`config.mk`:
```
export PLATFORM = sky130hd
export DESIGN_NAME = axis_unpack
export DESIGN_NICKNAME = d
export VERILOG_FILES = /design/src/rtl/axis_unpack_pkg.sv /design/src/rtl/axis_unpack.sv
export SDC_FILE = /design/constraint.sdc
export NUM_CORES = 1
export LEC_CHECK = 0
export ABC_AREA = 1
export CORE_UTILIZATION = 42
export DETAILED_ROUTE_END_ITERATION = 8
export PLACE_DENSITY = 0.86
export RECOVER_POWER = 100
export SETUP_SLACK_MARGIN = 0.05
export SYNTH_ARGS = -nofsm -noshare
export SYNTH_HDL_FRONTEND = slang
export SYNTH_SLANG_ARGS = --single-unit
export TNS_END_PERCENT = 20
```
`constraint.sdc`:
```
create_clock -name clk -period 1.45 [get_ports clk]
set_clock_uncertainty 0.2 [all_clocks]
set_input_delay 0.145 -clock clk [delete_from_list [all_inputs] [get_ports clk]]
set_output_delay 0.145 -clock clk [all_outputs]
set_load 0.01 [all_outputs]
```
`src/rtl/axis_unpack_pkg.sv`:
```
// Shared types and elaboration helpers for the axis_unpack width down-converter.
package axis_unpack_pkg;

  typedef enum logic {
    IDLE,
    SHIFT
  } state_e;

  function automatic int ratio_f(input int dw_in, input int dw_out);
    return dw_in / dw_out;
  endfunction

  // Never narrower than one bit so a degenerate ratio still elaborates far enough to report.
  function automatic int cnt_w_f(input int ratio);
    return (ratio > 1) ? $clog2(ratio) : 1;
  endfunction

  function automatic bit params_ok_f(input int dw_in, input int dw_out);
    return (dw_out > 0) && ((dw_in % dw_out) == 0) && ((dw_in / dw_out) >= 2);
  endfunction

endpackage

```
`src/rtl/axis_unpack.sv`:
```
// AXI-Stream serializer: one DW_IN word in, RATIO DW_OUT beats out, tlast on the final beat.
// Define AXIS_UNPACK_MSB_FIRST_EN to emit the most significant slice first (default LSB-first).
module axis_unpack
  import axis_unpack_pkg::*;
#(
  parameter int DW_IN  = 32,
  parameter int DW_OUT = 8
) (
  input  logic              clk,
  input  logic              reset,
  input  logic [DW_IN-1:0]  s_tdata,
  input  logic              s_tvalid,
  input  logic              s_tlast,
  output logic              s_tready,
  output logic [DW_OUT-1:0] m_tdata,
  output logic              m_tvalid,
  output logic              m_tlast,
  input  logic              m_tready
);

  localparam int RATIO = ratio_f(DW_IN, DW_OUT);
  localparam int CNT_W = cnt_w_f(RATIO);
  localparam logic [CNT_W-1:0] LAST_CNT = CNT_W'(RATIO - 1);

  if (!params_ok_f(DW_IN, DW_OUT)) begin : gen_param_check
    $error("axis_unpack: DW_IN must be a multiple of DW_OUT with at least two beats per word");
  end

  state_e                         state_q, state_d;
  logic [CNT_W-1:0]               cnt_q, cnt_d;
  logic [DW_IN-1:0]               holdWord_q, holdWord_d;
  logic                           heldLast_q, heldLast_d;
  logic                           sAccept;
  logic                           mBeat;
  logic                           lastBeat;
  logic [RATIO-1:0][DW_OUT-1:0]   holdBeats;
  logic [CNT_W-1:0]               beatSel;

  // The final beat frees the hold register, so a new word may land in the same cycle.
  assign lastBeat = (cnt_q == LAST_CNT);
  assign s_tready = !reset && ((state_q == IDLE) || (lastBeat && m_tready));
  assign sAccept  = s_tvalid && s_tready;
  assign m_tvalid = (state_q == SHIFT);
  assign mBeat    = m_tvalid && m_tready;

  assign holdBeats = holdWord_q;
`ifdef AXIS_UNPACK_MSB_FIRST_EN
  assign beatSel = LAST_CNT - cnt_q;
`else
  assign beatSel = cnt_q;
`endif
  assign m_tdata = holdBeats[beatSel];
  assign m_tlast = heldLast_q && lastBeat;

  always_comb begin
    state_d    = state_q;
    cnt_d      = cnt_q;
    holdWord_d = holdWord_q;
    heldLast_d = heldLast_q;
    case (state_q)
      IDLE: begin
        if (sAccept) begin
          state_d    = SHIFT;
          cnt_d      = '0;
          holdWord_d = s_tdata;
          heldLast_d = s_tlast;
        end
      end
      SHIFT: begin
        if (mBeat) begin
          if (!lastBeat) begin
            cnt_d = cnt_q + CNT_W'(1);
          end else if (sAccept) begin
            cnt_d      = '0;
            holdWord_d = s_tdata;
            heldLast_d = s_tlast;
          end else begin
            state_d = IDLE;
            cnt_d   = '0;
          end
        end
      end
      default: begin
        state_d = IDLE;
        cnt_d   = '0;
      end
    endcase
  end

  always_ff @(posedge clk) begin
    if (reset) begin
      state_q    <= IDLE;
      cnt_q      <= '0;
      holdWord_q <= '0;
      heldLast_q <= 1'b0;
    end else begin
      state_q    <= state_d;
      cnt_q      <= cnt_d;
      holdWord_q <= holdWord_d;
      heldLast_q <= heldLast_d;
    end
  end

endmodule
```
==> results of run 1 <==
==> per-stage QoR <==
| stage | cells | area, µm² | setup slack [ns] | hold WS (ns) |
|---|---|---|---|---|
| floorplan | 213 | 1620 | 0.0773 | 0.0141 |
| global placement | 307 | 2170 | -0.346 | 0.251 |
| detailed placement | 307 | 2170 | -0.387 | 0.255 |
| CTS | 318 | 2270 | -0.170 | 0.209 |
| global route | 321 | 2420 | -0.232 | 0.227 |
| finish | 321 | 2420 | -0.194 | 0.212 |
==> timing repair <==
| action | CTS | global route |
|---|---|---|
| gates cloned | 0 | 2 |
| resized for setup | 65 | 26 |
| endpoints found under the setup margin | 44 | 43 |
| buffers inserted | 3 | 1 |
| pin swaps | 2 | 4 |
==> cells by family after synthesis <==
family,Yosys count,share of synthesized area [%]
buf+inv,22,8.66
simple gates,125,35.2
flops,36,45.0
compound gates,29,10.4
fa+ha+maj,1,0.781
==> tightest hold or removal path: stages <==
cell and delay (ns):
clkdlybuf4s50_1 0.39, nand3_1 0.07, nand2_1 0.05
==> cell usage after synthesis <==
cell type / instances
buf_6: 6
nand3_1: 69
o22ai_1: 8
nand3_2: 1
a21oi_4: 1
buf_2: 6
buf_4: 1
nand2_1: 37
dfxtp_1: 36
inv_1: 5
nand2_2: 1
inv_2: 1
o21ai_0: 16
a21oi_1: 3
o21ai_1: 1
ha_1: 1
clkbuf_1: 3
nor2_1: 17
==> state kept, by name, summed over array words and instances (netlist names) <==
signal      count
holdBeats      32
heldLast_q      1
m_tvalid        1
beatSel         2
==> power by group through the flow <==
stage | Clock [mW] | Combinational (mW) | Sequential [mW]
2_1_floorplan | 0 | 0.211 | 1.11
3_3_place_gp | 0 | 0.419 | 1.12
3_5_place_dp | 0 | 0.427 | 1.12
4_1_cts | 0.733 | 0.417 | 1.10
5_1_grt | 0.781 | 0.512 | 1.11
6_report | 0.729 | 0.471 | 1.11
==> final cells by class <==
| type | instances | area share [%] |
|---|---|---|
| multi-input cells | 155 | 34.3 |
| flip-flops and latches | 36 | 30.2 |
| repair buffers | 68 | 27.8 |
| clock buffers | 6 | 3.42 |
| well taps | 48 | 2.48 |
| inverters | 6 | 1.45 |
| clock inverters | 2 | 0.414 |
==> worst max path at each step <==
| stage | from | end | slack [ns] | depth (start not counted) |
|---|---|---|---|---|
| detailed placement | beatSel[1] | s_tready | -0.39 | 4 |
| floorplan | beatSel[0] | heldLast_q | 0.08 | 7 |
| CTS | beatSel[0] | m_tdata[1] | -0.17 | 5 |
| global placement | beatSel[1] | s_tready | -0.35 | 4 |
| finish | beatSel[0] | m_tdata[4] | -0.19 | 5 |
| global route | beatSel[0] | s_tready | -0.23 | 5 |
==> routing by layer <==
layer / wire, µm / vias to the layer above
met5: 0 / -
met4: 89 / 0
met3: 320 / 13
met2: 2340 / 80
met1: 2030 / 820
li1: - / 845
==> metrics.csv, run 1 <==
stage,metric,value,unit
setup_path,crit_type,flop to output port,
detailed_routing,routed_via_density,5.48,
global_route,antenna_found_initial,0,
run,cap_violations,0,
placement,portBuffers,47,
timing,worst_pin_slew,0.228,ns
timing,final.min_clock_period,1.64,ns
timing,slew_headroom,84.8,%
placement,place.gp.congestion,0.884,
synth,syn_inst,213,
setup_path,crit_family,buffers and inverters,
floorplanning,io_pins,48,
final_layout,ff_latch_area,729,µm²
global_route,grt_use_met1,28.2,%
detailed_routing,vias,1758,
timing,period_share,113,%
floorplanning,dieArea,4070,µm²
detailed_routing,wl,4780,µm
worst_hold_path,whs_path_depth,3,
clock_tree,cts_tree,built,
synth,synth_nets,251,
final_layout,fill_cells,293,
floorplanning,die_h,63.8,µm
synth,synth_area_leaders,"dfxtp_1 (45%), nand3_1 (22%), nand2_1 (8.7%)",
power_and_ir_drop,p_seq_share,48.0,%
setup_path,crit_required,1.11,ns
clock_tree,root_buffer,clkbuf_8,
worst_hold_path,holdPathEnd,holdBeats[6],
detailed_routing,drt_iter0_markers,122,
clock_tree,holdBufCountCts,0,
setup_path,crit_chain,"inv_2, buf_6, nor2_1, o22ai_1, buf_2",
clock_tree,clkTransAtPathRegs,0.07,ns
setup_path,worstPathMaxFanout,8,
global_route,use_met2,35.0,%
setup_path,critPathBufInv,3,
timing,tns,-4.26,ns
synth,synth-seq-area-share,45.0,%
power_and_ir_drop,pwr_density_cell,955,nW/µm²
floorplanning,die_w,63.8,µm
final_layout,nets,310,
global_route,overflow,0,
power_and_ir_drop,intPower,1.68,mW
run_status,violations,negative setup slack,
setup_path,r2r-end,holdBeats[15],
setup_path,rrSetupSlack,-0.10,ns
setup_path,cp-end-kind,output port,
worst_hold_path,min_from,s_tdata[6],
clock_tree,cts_buffers,5,
final_layout,antenna_cells,0,
synth,synth_top_area_share,45.0,%
setup_path,reg2reg_depth,8,
clock_tree,cts_buffer_depth,2,
setup_path,reg2reg_from,beatSel[0],
global_route,grt_use_total,22.2,%
global_route,use_met3,7.50,%
timing,worst_slack,-0.194,ns
final_layout,multi_input_area,828,µm²
setup_path,slowest_stage,dfxtp_4,
timing,grt_setup_unrepaired,yes,
synth,synth_area_leader_cell,dfxtp_1,
clock_tree,cts_max_level,2,
timing,setup_viol,43,
run_status,status,"finished, violations left",
power_and_ir_drop,irDropWorstVdd,0.465,mV
final_layout,layout-drive-gt1-share,23.4,%
global_route,grt_max_degree,34,
power_and_ir_drop,p_sw,0.628,mW
synth,synth_cell_type_count,18,
power_and_ir_drop,p_clk_share,31.6,%
setup_path,max_stage_delay,0.36,ns
synth,synth_area_per_cell,7.52,µm²
synth,syn_area,1600,µm²
global_route,grt_pass1_vias,1530,
power_and_ir_drop,combPwrFrac,20.4,%
placement,dpl.hpwl,2880,µm
final_layout,utilization,66.0,%
final_layout,final_cell_mix,"nand3_1 (69), nand2_1 (36), clkdlybuf4s50_1 (36)",
detailed_routing,wl_per_cell,14.9,µm
final_layout,area_growth,50.8,%
power_and_ir_drop,power,2.31,mW
power_and_ir_drop,swShare,27.2,%
setup_path,start_kind,flop,
global_route,busiest_layer,met2,
clock_tree,clock-sinks,36,
final_layout,mostFrequentLayoutCell,nand3_1,
synth,synth-seq-cells,36,
floorplanning,rows,22,
timing,hold_viol,0,
setup_path,crit_arrival,1.30,ns
power_and_ir_drop,power_leakage,1.10,nW
detailed_routing,drc,0,
clock_tree,insertion_delay,0.29,ns
global_route,grt_first_pass_wirelength,6910,µm
floorplanning,start_util,43.8,%
timing,max_freq,608,MHz
synth,ys_warn_count,0,
timing,maxSlewViolCount,0,
floorplanning,coreArea,3660,µm²
detailed_routing,antenna_left,0,
detailed_routing,dr.pass1.iters,5,
worst_hold_path,hold_class,input port to flop,
Note: power is estimated with default switching activity, not from simulation.
==> inputs of run 2 (changes only) <==
--- a/config.mk
+++ b/config.mk
@@ -8,9 +8,11 @@
 export ABC_AREA = 1
 export CORE_UTILIZATION = 42
 export DETAILED_ROUTE_END_ITERATION = 8
-export PLACE_DENSITY = 0.86
+export HOLD_SLACK_MARGIN = 0.1
+export PLACE_DENSITY_LB_ADDON = 0.15
 export RECOVER_POWER = 100
 export SETUP_SLACK_MARGIN = 0.05
+export SKIP_LAST_GASP = 1
 export SYNTH_ARGS = -nofsm -noshare
 export SYNTH_HDL_FRONTEND = slang
 export SYNTH_SLANG_ARGS = --single-unit
==> metrics.csv, run 2 (synthesis gave the netlist of run 1 again) <==
stage,metric,value,unit,change
run_status,status,"finished, violations left",,
run_status,violations,negative setup slack,,
floorplanning,start_util,43.8,%,unchanged
floorplanning,rows,22,,unchanged
detailed_routing,vias,1606,,-8.6%
placement,place.gp.congestion,0.842,,-4.8%
setup_path,worstPathMaxFanout,5,,-3
clock_tree,insertion_delay,0.28,ns,about the same
run,cap_violations,0,,unchanged
power_and_ir_drop,combPwrFrac,17.3,%,-3.1 points
global_route,grt_first_pass_wirelength,6760,µm,-2.1%
placement,dpl.hpwl,2810,µm,-2.3%
final_layout,nets,307,,-0.97%
timing,worst_slack,-0.168,ns,+0.0260 ns
detailed_routing,drc,0,,unchanged
power_and_ir_drop,power,2.49,mW,+7.7%
final_layout,largest_register_ffs,32,,unchanged
final_layout,area_growth,47.1,%,
power_and_ir_drop,p_clk_share,38.2,%,+6.6 points
clock_tree,holdBufCountCts,0,,unchanged
worst_hold_path,holdPathEnd,holdBeats[5],,
placement,dp_slack,-0.382,ns,+0.00550 ns
power_and_ir_drop,swShare,23.9,%,-3.3 points
setup_path,reg2reg_from,beatSel[0],,
power_and_ir_drop,pwr_density_cell,1050,nW/µm²,+10%
detailed_routing,drt_iter0_markers,83,,-32%
detailed_routing,dr.pass1.iters,4,,-1
detailed_routing,wl_per_cell,12.8,µm,-14%
timing,period_share,112,%,-1.8 points
global_route,antenna_found_initial,0,,unchanged
final_layout,antenna_cells,0,,unchanged
timing,final.min_clock_period,1.62,ns,-0.0260 ns
setup_path,crit_required,1.11,ns,about the same
global_route,overflow,0,,unchanged
setup_path,reg2reg_depth,6,,-2
clock_tree,cts_buffer_depth,2,,unchanged
floorplanning,dieArea,4070,µm²,unchanged
floorplanning,die_w,63.8,µm,unchanged
global_route,grt_pass1_vias,1452,,-5.1%
worst_hold_path,whs_path_depth,3,,unchanged
setup_path,crit_arrival,1.27,ns,-0.03 ns
timing,setup_viol,44,,+2.3%
final_layout,mostFrequentLayoutCell,nand3_1,,
timing,slew_headroom,82.8,%,-2.0 points
detailed_routing,antenna_left,0,,unchanged
timing,hold_viol,0,,unchanged
clock_tree,cts_max_level,2,,unchanged
worst_hold_path,min_from,s_tdata[5],,
power_and_ir_drop,irDropWorstVdd,0.605,mV,+30%
setup_path,start_kind,flop,,
final_layout,final_cell_mix,"nand3_1 (69), nand2_1 (36), clkdlybuf4s50_1 (36)",,
power_and_ir_drop,p_seq_share,44.4,%,-3.6 points
timing,worst_pin_slew,0.258,ns,+0.0297 ns
global_route,grt_max_degree,34,,unchanged
floorplanning,die_h,63.8,µm,unchanged
setup_path,rrSetupSlack,-0.09,ns,about the same
setup_path,crit_type,flop to output port,,
detailed_routing,routed_via_density,5.05,,-7.8%
worst_hold_path,hold_class,input port to flop,,
setup_path,cp-end-kind,output port,,
clock_tree,clock-sinks,36,,unchanged
clock_tree,root_buffer,clkbuf_8,,
clock_tree,cts_tree,built,,
timing,grt_setup_unrepaired,yes,,
power_and_ir_drop,power_leakage,1.07,nW,-2.2%
detailed_routing,wl,4070,µm,-15%
final_layout,layout-drive-gt1-share,20.0,%,-3.4 points
clock_tree,clkTransAtPathRegs,0.07,ns,about the same
power_and_ir_drop,p_sw,0.595,mW,-5.3%
clock_tree,cts_buffers,5,,unchanged
timing,max_freq,618,MHz,+1.6%
timing,whs,0.217,ns,+0.00527 ns
timing,maxSlewViolCount,0,,unchanged
floorplanning,io_pins,48,,unchanged
setup_path,r2r-end,holdBeats[18],,
placement,portBuffers,47,,unchanged
global_route,grt_use_total,21.6,%,-0.56 points
floorplanning,coreArea,3660,µm²,unchanged
power_and_ir_drop,intPower,1.89,mW,+13%
[run 2: changes by cell type in the layout (fill, tap and decap cells not counted), sizes merged]
| cell | before | now |
|---|---|---|
| bufinv | 0 | 1 |
| inv | 5 | 6 |
| buf | 29 | 25 |
| clkinv | 3 | 0 |
| clkbuf | 8 | 10 |
| dlygate4sd2 | 1 | 0 |
| dlygate4sd3 | 0 | 1 |
[run 2: how the worst max path moves through the flow]
stage                           from          to  slack, ns  cells past startpoint
final                     beatSel[0]  m_tdata[5]      -0.17                      5
after floorplan           beatSel[0]  heldLast_q       0.08                      7
after global placement      m_tready    s_tready      -0.35                      4
after global routing      beatSel[0]  m_tdata[3]      -0.20                      5
after detailed placement  beatSel[1]  m_tdata[7]      -0.38                      4
after CTS                 beatSel[0]  m_tdata[7]      -0.15                      4
[run 2: power groups by stage]
stage,logic [mW],registers (mW),clock network (mW)
2_1_floorplan,0.211,1.11,0
3_3_place_gp,0.425,1.12,0
3_5_place_dp,0.429,1.12,0
4_1_cts,0.416,1.10,0.964
5_1_grt,0.475,1.11,1.02
6_report,0.431,1.10,0.951
[run 2: metrics by stage]
step | utilization [%] | cell area, µm² | TNS (ns) | std cells
floorplan | - | 1620 | 0 | 213
global placement | 59.2 | 2170 | -11.38 | 307
detailed placement | 59.2 | 2170 | -12.31 | 307
CTS | 62.9 | 2300 | -1.91 | 317
global route | 64.4 | 2360 | -6.13 | 318
finish | 64.4 | 2360 | -2.76 | 318
[run 2: cell type report]
type	instances	area [µm²]
inverter	6	32.5
timing repair buffer	65	622
fill	344	1300
clock buffer	7	96.3
multi-input combinational	155	787
tap	48	60.1
sequential	36	729
clock inverter	1	30.0
[run 2: metal layers]
metal / wire [µm] / GRT usage (%) / part of all wire [%] / vias up
met2: 1880 / 33.8 / 46 / 50
met1: 1880 / 29.2 / 46 / 706
li1: - / - / - / 845
met4: 51 / 6.82 / 1.3 / 0
met5: 0 / 0 / 0 / -
met3: 252 / 5.18 / 6.2 / 5
[run 2: critical path, cell delays in order, from the launching register on]
cell and delay (ns):
dfxtp_4 0.41, inv_4 0.06, buf_6 0.13, nor2_1 0.12
o22ai_1 0.12, buf_2 0.15
[run 2: what timing repair did]
action                     in CTS  in global routing
pin swaps                       2                  6
resized for setup              63                 14
setup endpoints to repair      44                 44
gates cloned                    1                  1
setup buffers                   1                  0
==> inputs of run 3 (changes only) <==
--- a/config.mk
+++ b/config.mk
@@ -6,7 +6,9 @@
 export NUM_CORES = 1
 export LEC_CHECK = 0
 export ABC_AREA = 1
-export CORE_UTILIZATION = 42
+export CELL_PAD_IN_SITES_DETAIL_PLACEMENT = 1
+export CELL_PAD_IN_SITES_GLOBAL_PLACEMENT = 1
+export CORE_UTILIZATION = 29
 export DETAILED_ROUTE_END_ITERATION = 8
 export HOLD_SLACK_MARGIN = 0.1
 export PLACE_DENSITY_LB_ADDON = 0.15
==> metrics.csv, run 3 (synthesis gave the netlist of run 1 again) <==
stage,metric,value,unit,change
run_status,status,"finished, violations left",,
run_status,violations,negative setup slack,,
final_layout,fill_cells,643,,+87%
floorplanning,rows,26,,+18%
clock_tree,cts_buffers,5,,unchanged
floorplanning,dieArea,5830,µm²,+43%
run,cap_violations,0,,unchanged
power_and_ir_drop,intPower,1.68,mW,-11%
setup_path,crit_arrival,1.31,ns,+0.04 ns
final_layout,instances_no_fill,343,,+7.9%
setup_path,crit_top_cell,buf_6,,
clock_tree,postCtsSetupBuffers,0,,-1
timing,period_share,114,%,+2.9 points
clock_tree,clkTransAtPathRegs,0.07,ns,about the same
clock_tree,insertion_delay,0.28,ns,about the same
power_and_ir_drop,p_sw,0.599,mW,+0.72%
timing,final.min_clock_period,1.66,ns,+0.0418 ns
setup_path,slowest_stage,dfxtp_4,,
floorplanning,start_util,30.8,%,-13 points
final_layout,final_area,2340,µm²,-0.58%
detailed_routing,drc,0,,unchanged
floorplanning,die_h,76.3,µm,+20%
detailed_routing,dr_wl_met3,192,µm,-24%
timing,grt_setup_unrepaired,yes,,
detailed_routing,drt_iter0_markers,45,,-46%
floorplanning,coreArea,5200,µm²,+42%
final_layout,area_growth,46.2,%,
setup_path,max_stage_delay,0.39,ns,-0.02 ns
setup_path,crit_chain,"buf_6, ha_4, nand2_4, a21oi_4, buf_6",,
power_and_ir_drop,power_leakage,1.06,nW,-0.83%
setup_path,cp-end-kind,output port,,
clock_tree,root_buffer,clkbuf_8,,
detailed_routing,wl,4750,µm,+17%
power_and_ir_drop,combPwrFrac,19.6,%,+2.3 points
detailed_routing,vias,1668,,+3.9%
detailed_routing,wl_met2,2300,µm,+22%
global_route,antenna_found_initial,0,,unchanged
placement,dpl.hpwl,3690,µm,+31%
placement,postPlaceCellArea,2220,µm²,+2.4%
global_route,grt_first_pass_wirelength,8320,µm,+23%
power_and_ir_drop,swShare,26.3,%,+2.4 points
final_layout,mostFrequentLayoutCell,nand3_1,,
power_and_ir_drop,irDropWorstVdd,0.396,mV,-35%
setup_path,crit_type,flop to output port,,
setup_path,worstPathMaxFanout,5,,unchanged
clock_tree,holdBufCountCts,0,,unchanged
detailed_routing,routed_via_density,4.86,,-3.7%
power_and_ir_drop,p_seq_share,48.4,%,+4.0 points
worst_hold_path,hold_class,input port to flop,,
setup_path,crit_required,1.11,ns,about the same
global_route,grt_use_total,17.8,%,-3.8 points
placement,portBuffers,47,,unchanged
placement,dpl.cell_count,334,,+8.8%
placement,dp_slack,-0.425,ns,-0.0431 ns
power_and_ir_drop,pwr_density_cell,971,nW/µm²,-7.9%
final_layout,antenna_cells,0,,unchanged
clock_tree,cts_tree,built,,
global_route,grt_max_degree,34,,unchanged
detailed_routing,wl_per_cell,13.9,µm,+8.3%
timing,hold_viol,0,,unchanged
detailed_routing,dr.max_layer_used,met4,,
floorplanning,io_pins,48,,unchanged
final_layout,largest_register_ffs,32,,unchanged
placement,place.gp.congestion,0.760,,-9.7%
setup_path,crit_family,flip-flops,,
floorplanning,die_w,76.3,µm,+20%
power_and_ir_drop,power,2.28,mW,-8.5%
final_layout,final_cell_mix,"nand3_1 (69), nand2_1 (37), clkdlybuf4s50_1 (36)",,
detailed_routing,antenna_left,0,,unchanged
clock_tree,cts_buffer_depth,2,,unchanged
clock_tree,clock-sinks,36,,unchanged
detailed_routing,dr.pass1.iters,4,,unchanged
global_route,grt_pass1_vias,1766,,+22%
timing,max_freq,603,MHz,-2.5%
setup_path,critPathBufInv,2,,-1
timing,maxSlewViolCount,0,,unchanged
final_layout,layout-drive-gt1-share,18.7,%,-1.3 points
timing,slew_headroom,84.3,%,+1.5 points
setup_path,start_kind,flop,,
timing,setup_viol,44,,unchanged
detailed_routing,wl_met1,2250,µm,+19%
global_route,overflow,0,,unchanged
clock_tree,cts_max_level,2,,unchanged
final_layout,nets,310,,+0.98%
timing,worst_slack,-0.209,ns,-0.0418 ns
timing,worst_pin_slew,0.233,ns,-0.0251 ns
power_and_ir_drop,p_clk_share,32.0,%,-6.2 points
-- run 3: through the flow --
step	utilization, %	setup TNS (ns)	hold WS [ns]
after global routing	45.0	-8.83	0.229
after CTS	44.5	-6.71	0.220
after floorplan	-	0	0.0141
after detailed placement	42.7	-15.03	0.261
after global placement	42.7	-12.51	0.252
final	45.0	-5.45	0.221
-- run 3: worst min-delay path: cells and delay by family --
family / cells / cell delay [ns]
buffers and inverters: 1 / 0.40
and+or+nand+nor: 2 / 0.13
-- run 3: what timing repair did --
action,in CTS,in global routing
resized for setup,59,9
setup endpoints to repair,44,44
pin swaps,7,3
cloned,1,0
-- run 3: cell type report --
cell class	instances	area, µm²	share of cell area (%)
clock buffer	8	90.1	3.84
inverter	6	25.0	1.07
multi-input combinational	155	785	33.5
sequential	36	728	31.1
tap	70	87.6	3.74
timing repair buffer	68	628	26.8
-- run 3: path summary, 6_finish.rpt --
check | to | depth (start not counted) | from | slack (ns)
setup / recovery | s_tready | 5 | beatSel[0] | -0.21
hold / removal | holdBeats[10] | 3 | s_tdata[10] | 0.22
setup reg to reg | holdBeats[17] | 7 | beatSel[0] | -0.18
hold reg to reg | holdBeats[7] | 2 | holdBeats[7] | 0.27
-- run 3: power by group through the flow --
stage | clock network, mW | logic [mW] | registers [mW]
2_1_floorplan | 0 | 0.211 | 1.11
3_3_place_gp | 0 | 0.443 | 1.12
3_5_place_dp | 0 | 0.451 | 1.12
4_1_cts | 0.753 | 0.440 | 1.10
5_1_grt | 0.796 | 0.493 | 1.11
6_report | 0.728 | 0.445 | 1.10
-- run 3: metal layers --
layer,up-vias,global-route usage [%]
li1,847,-
met1,776,23.1
met2,43,30.2
met3,2,4.19
met4,0,3.46
met5,-,0
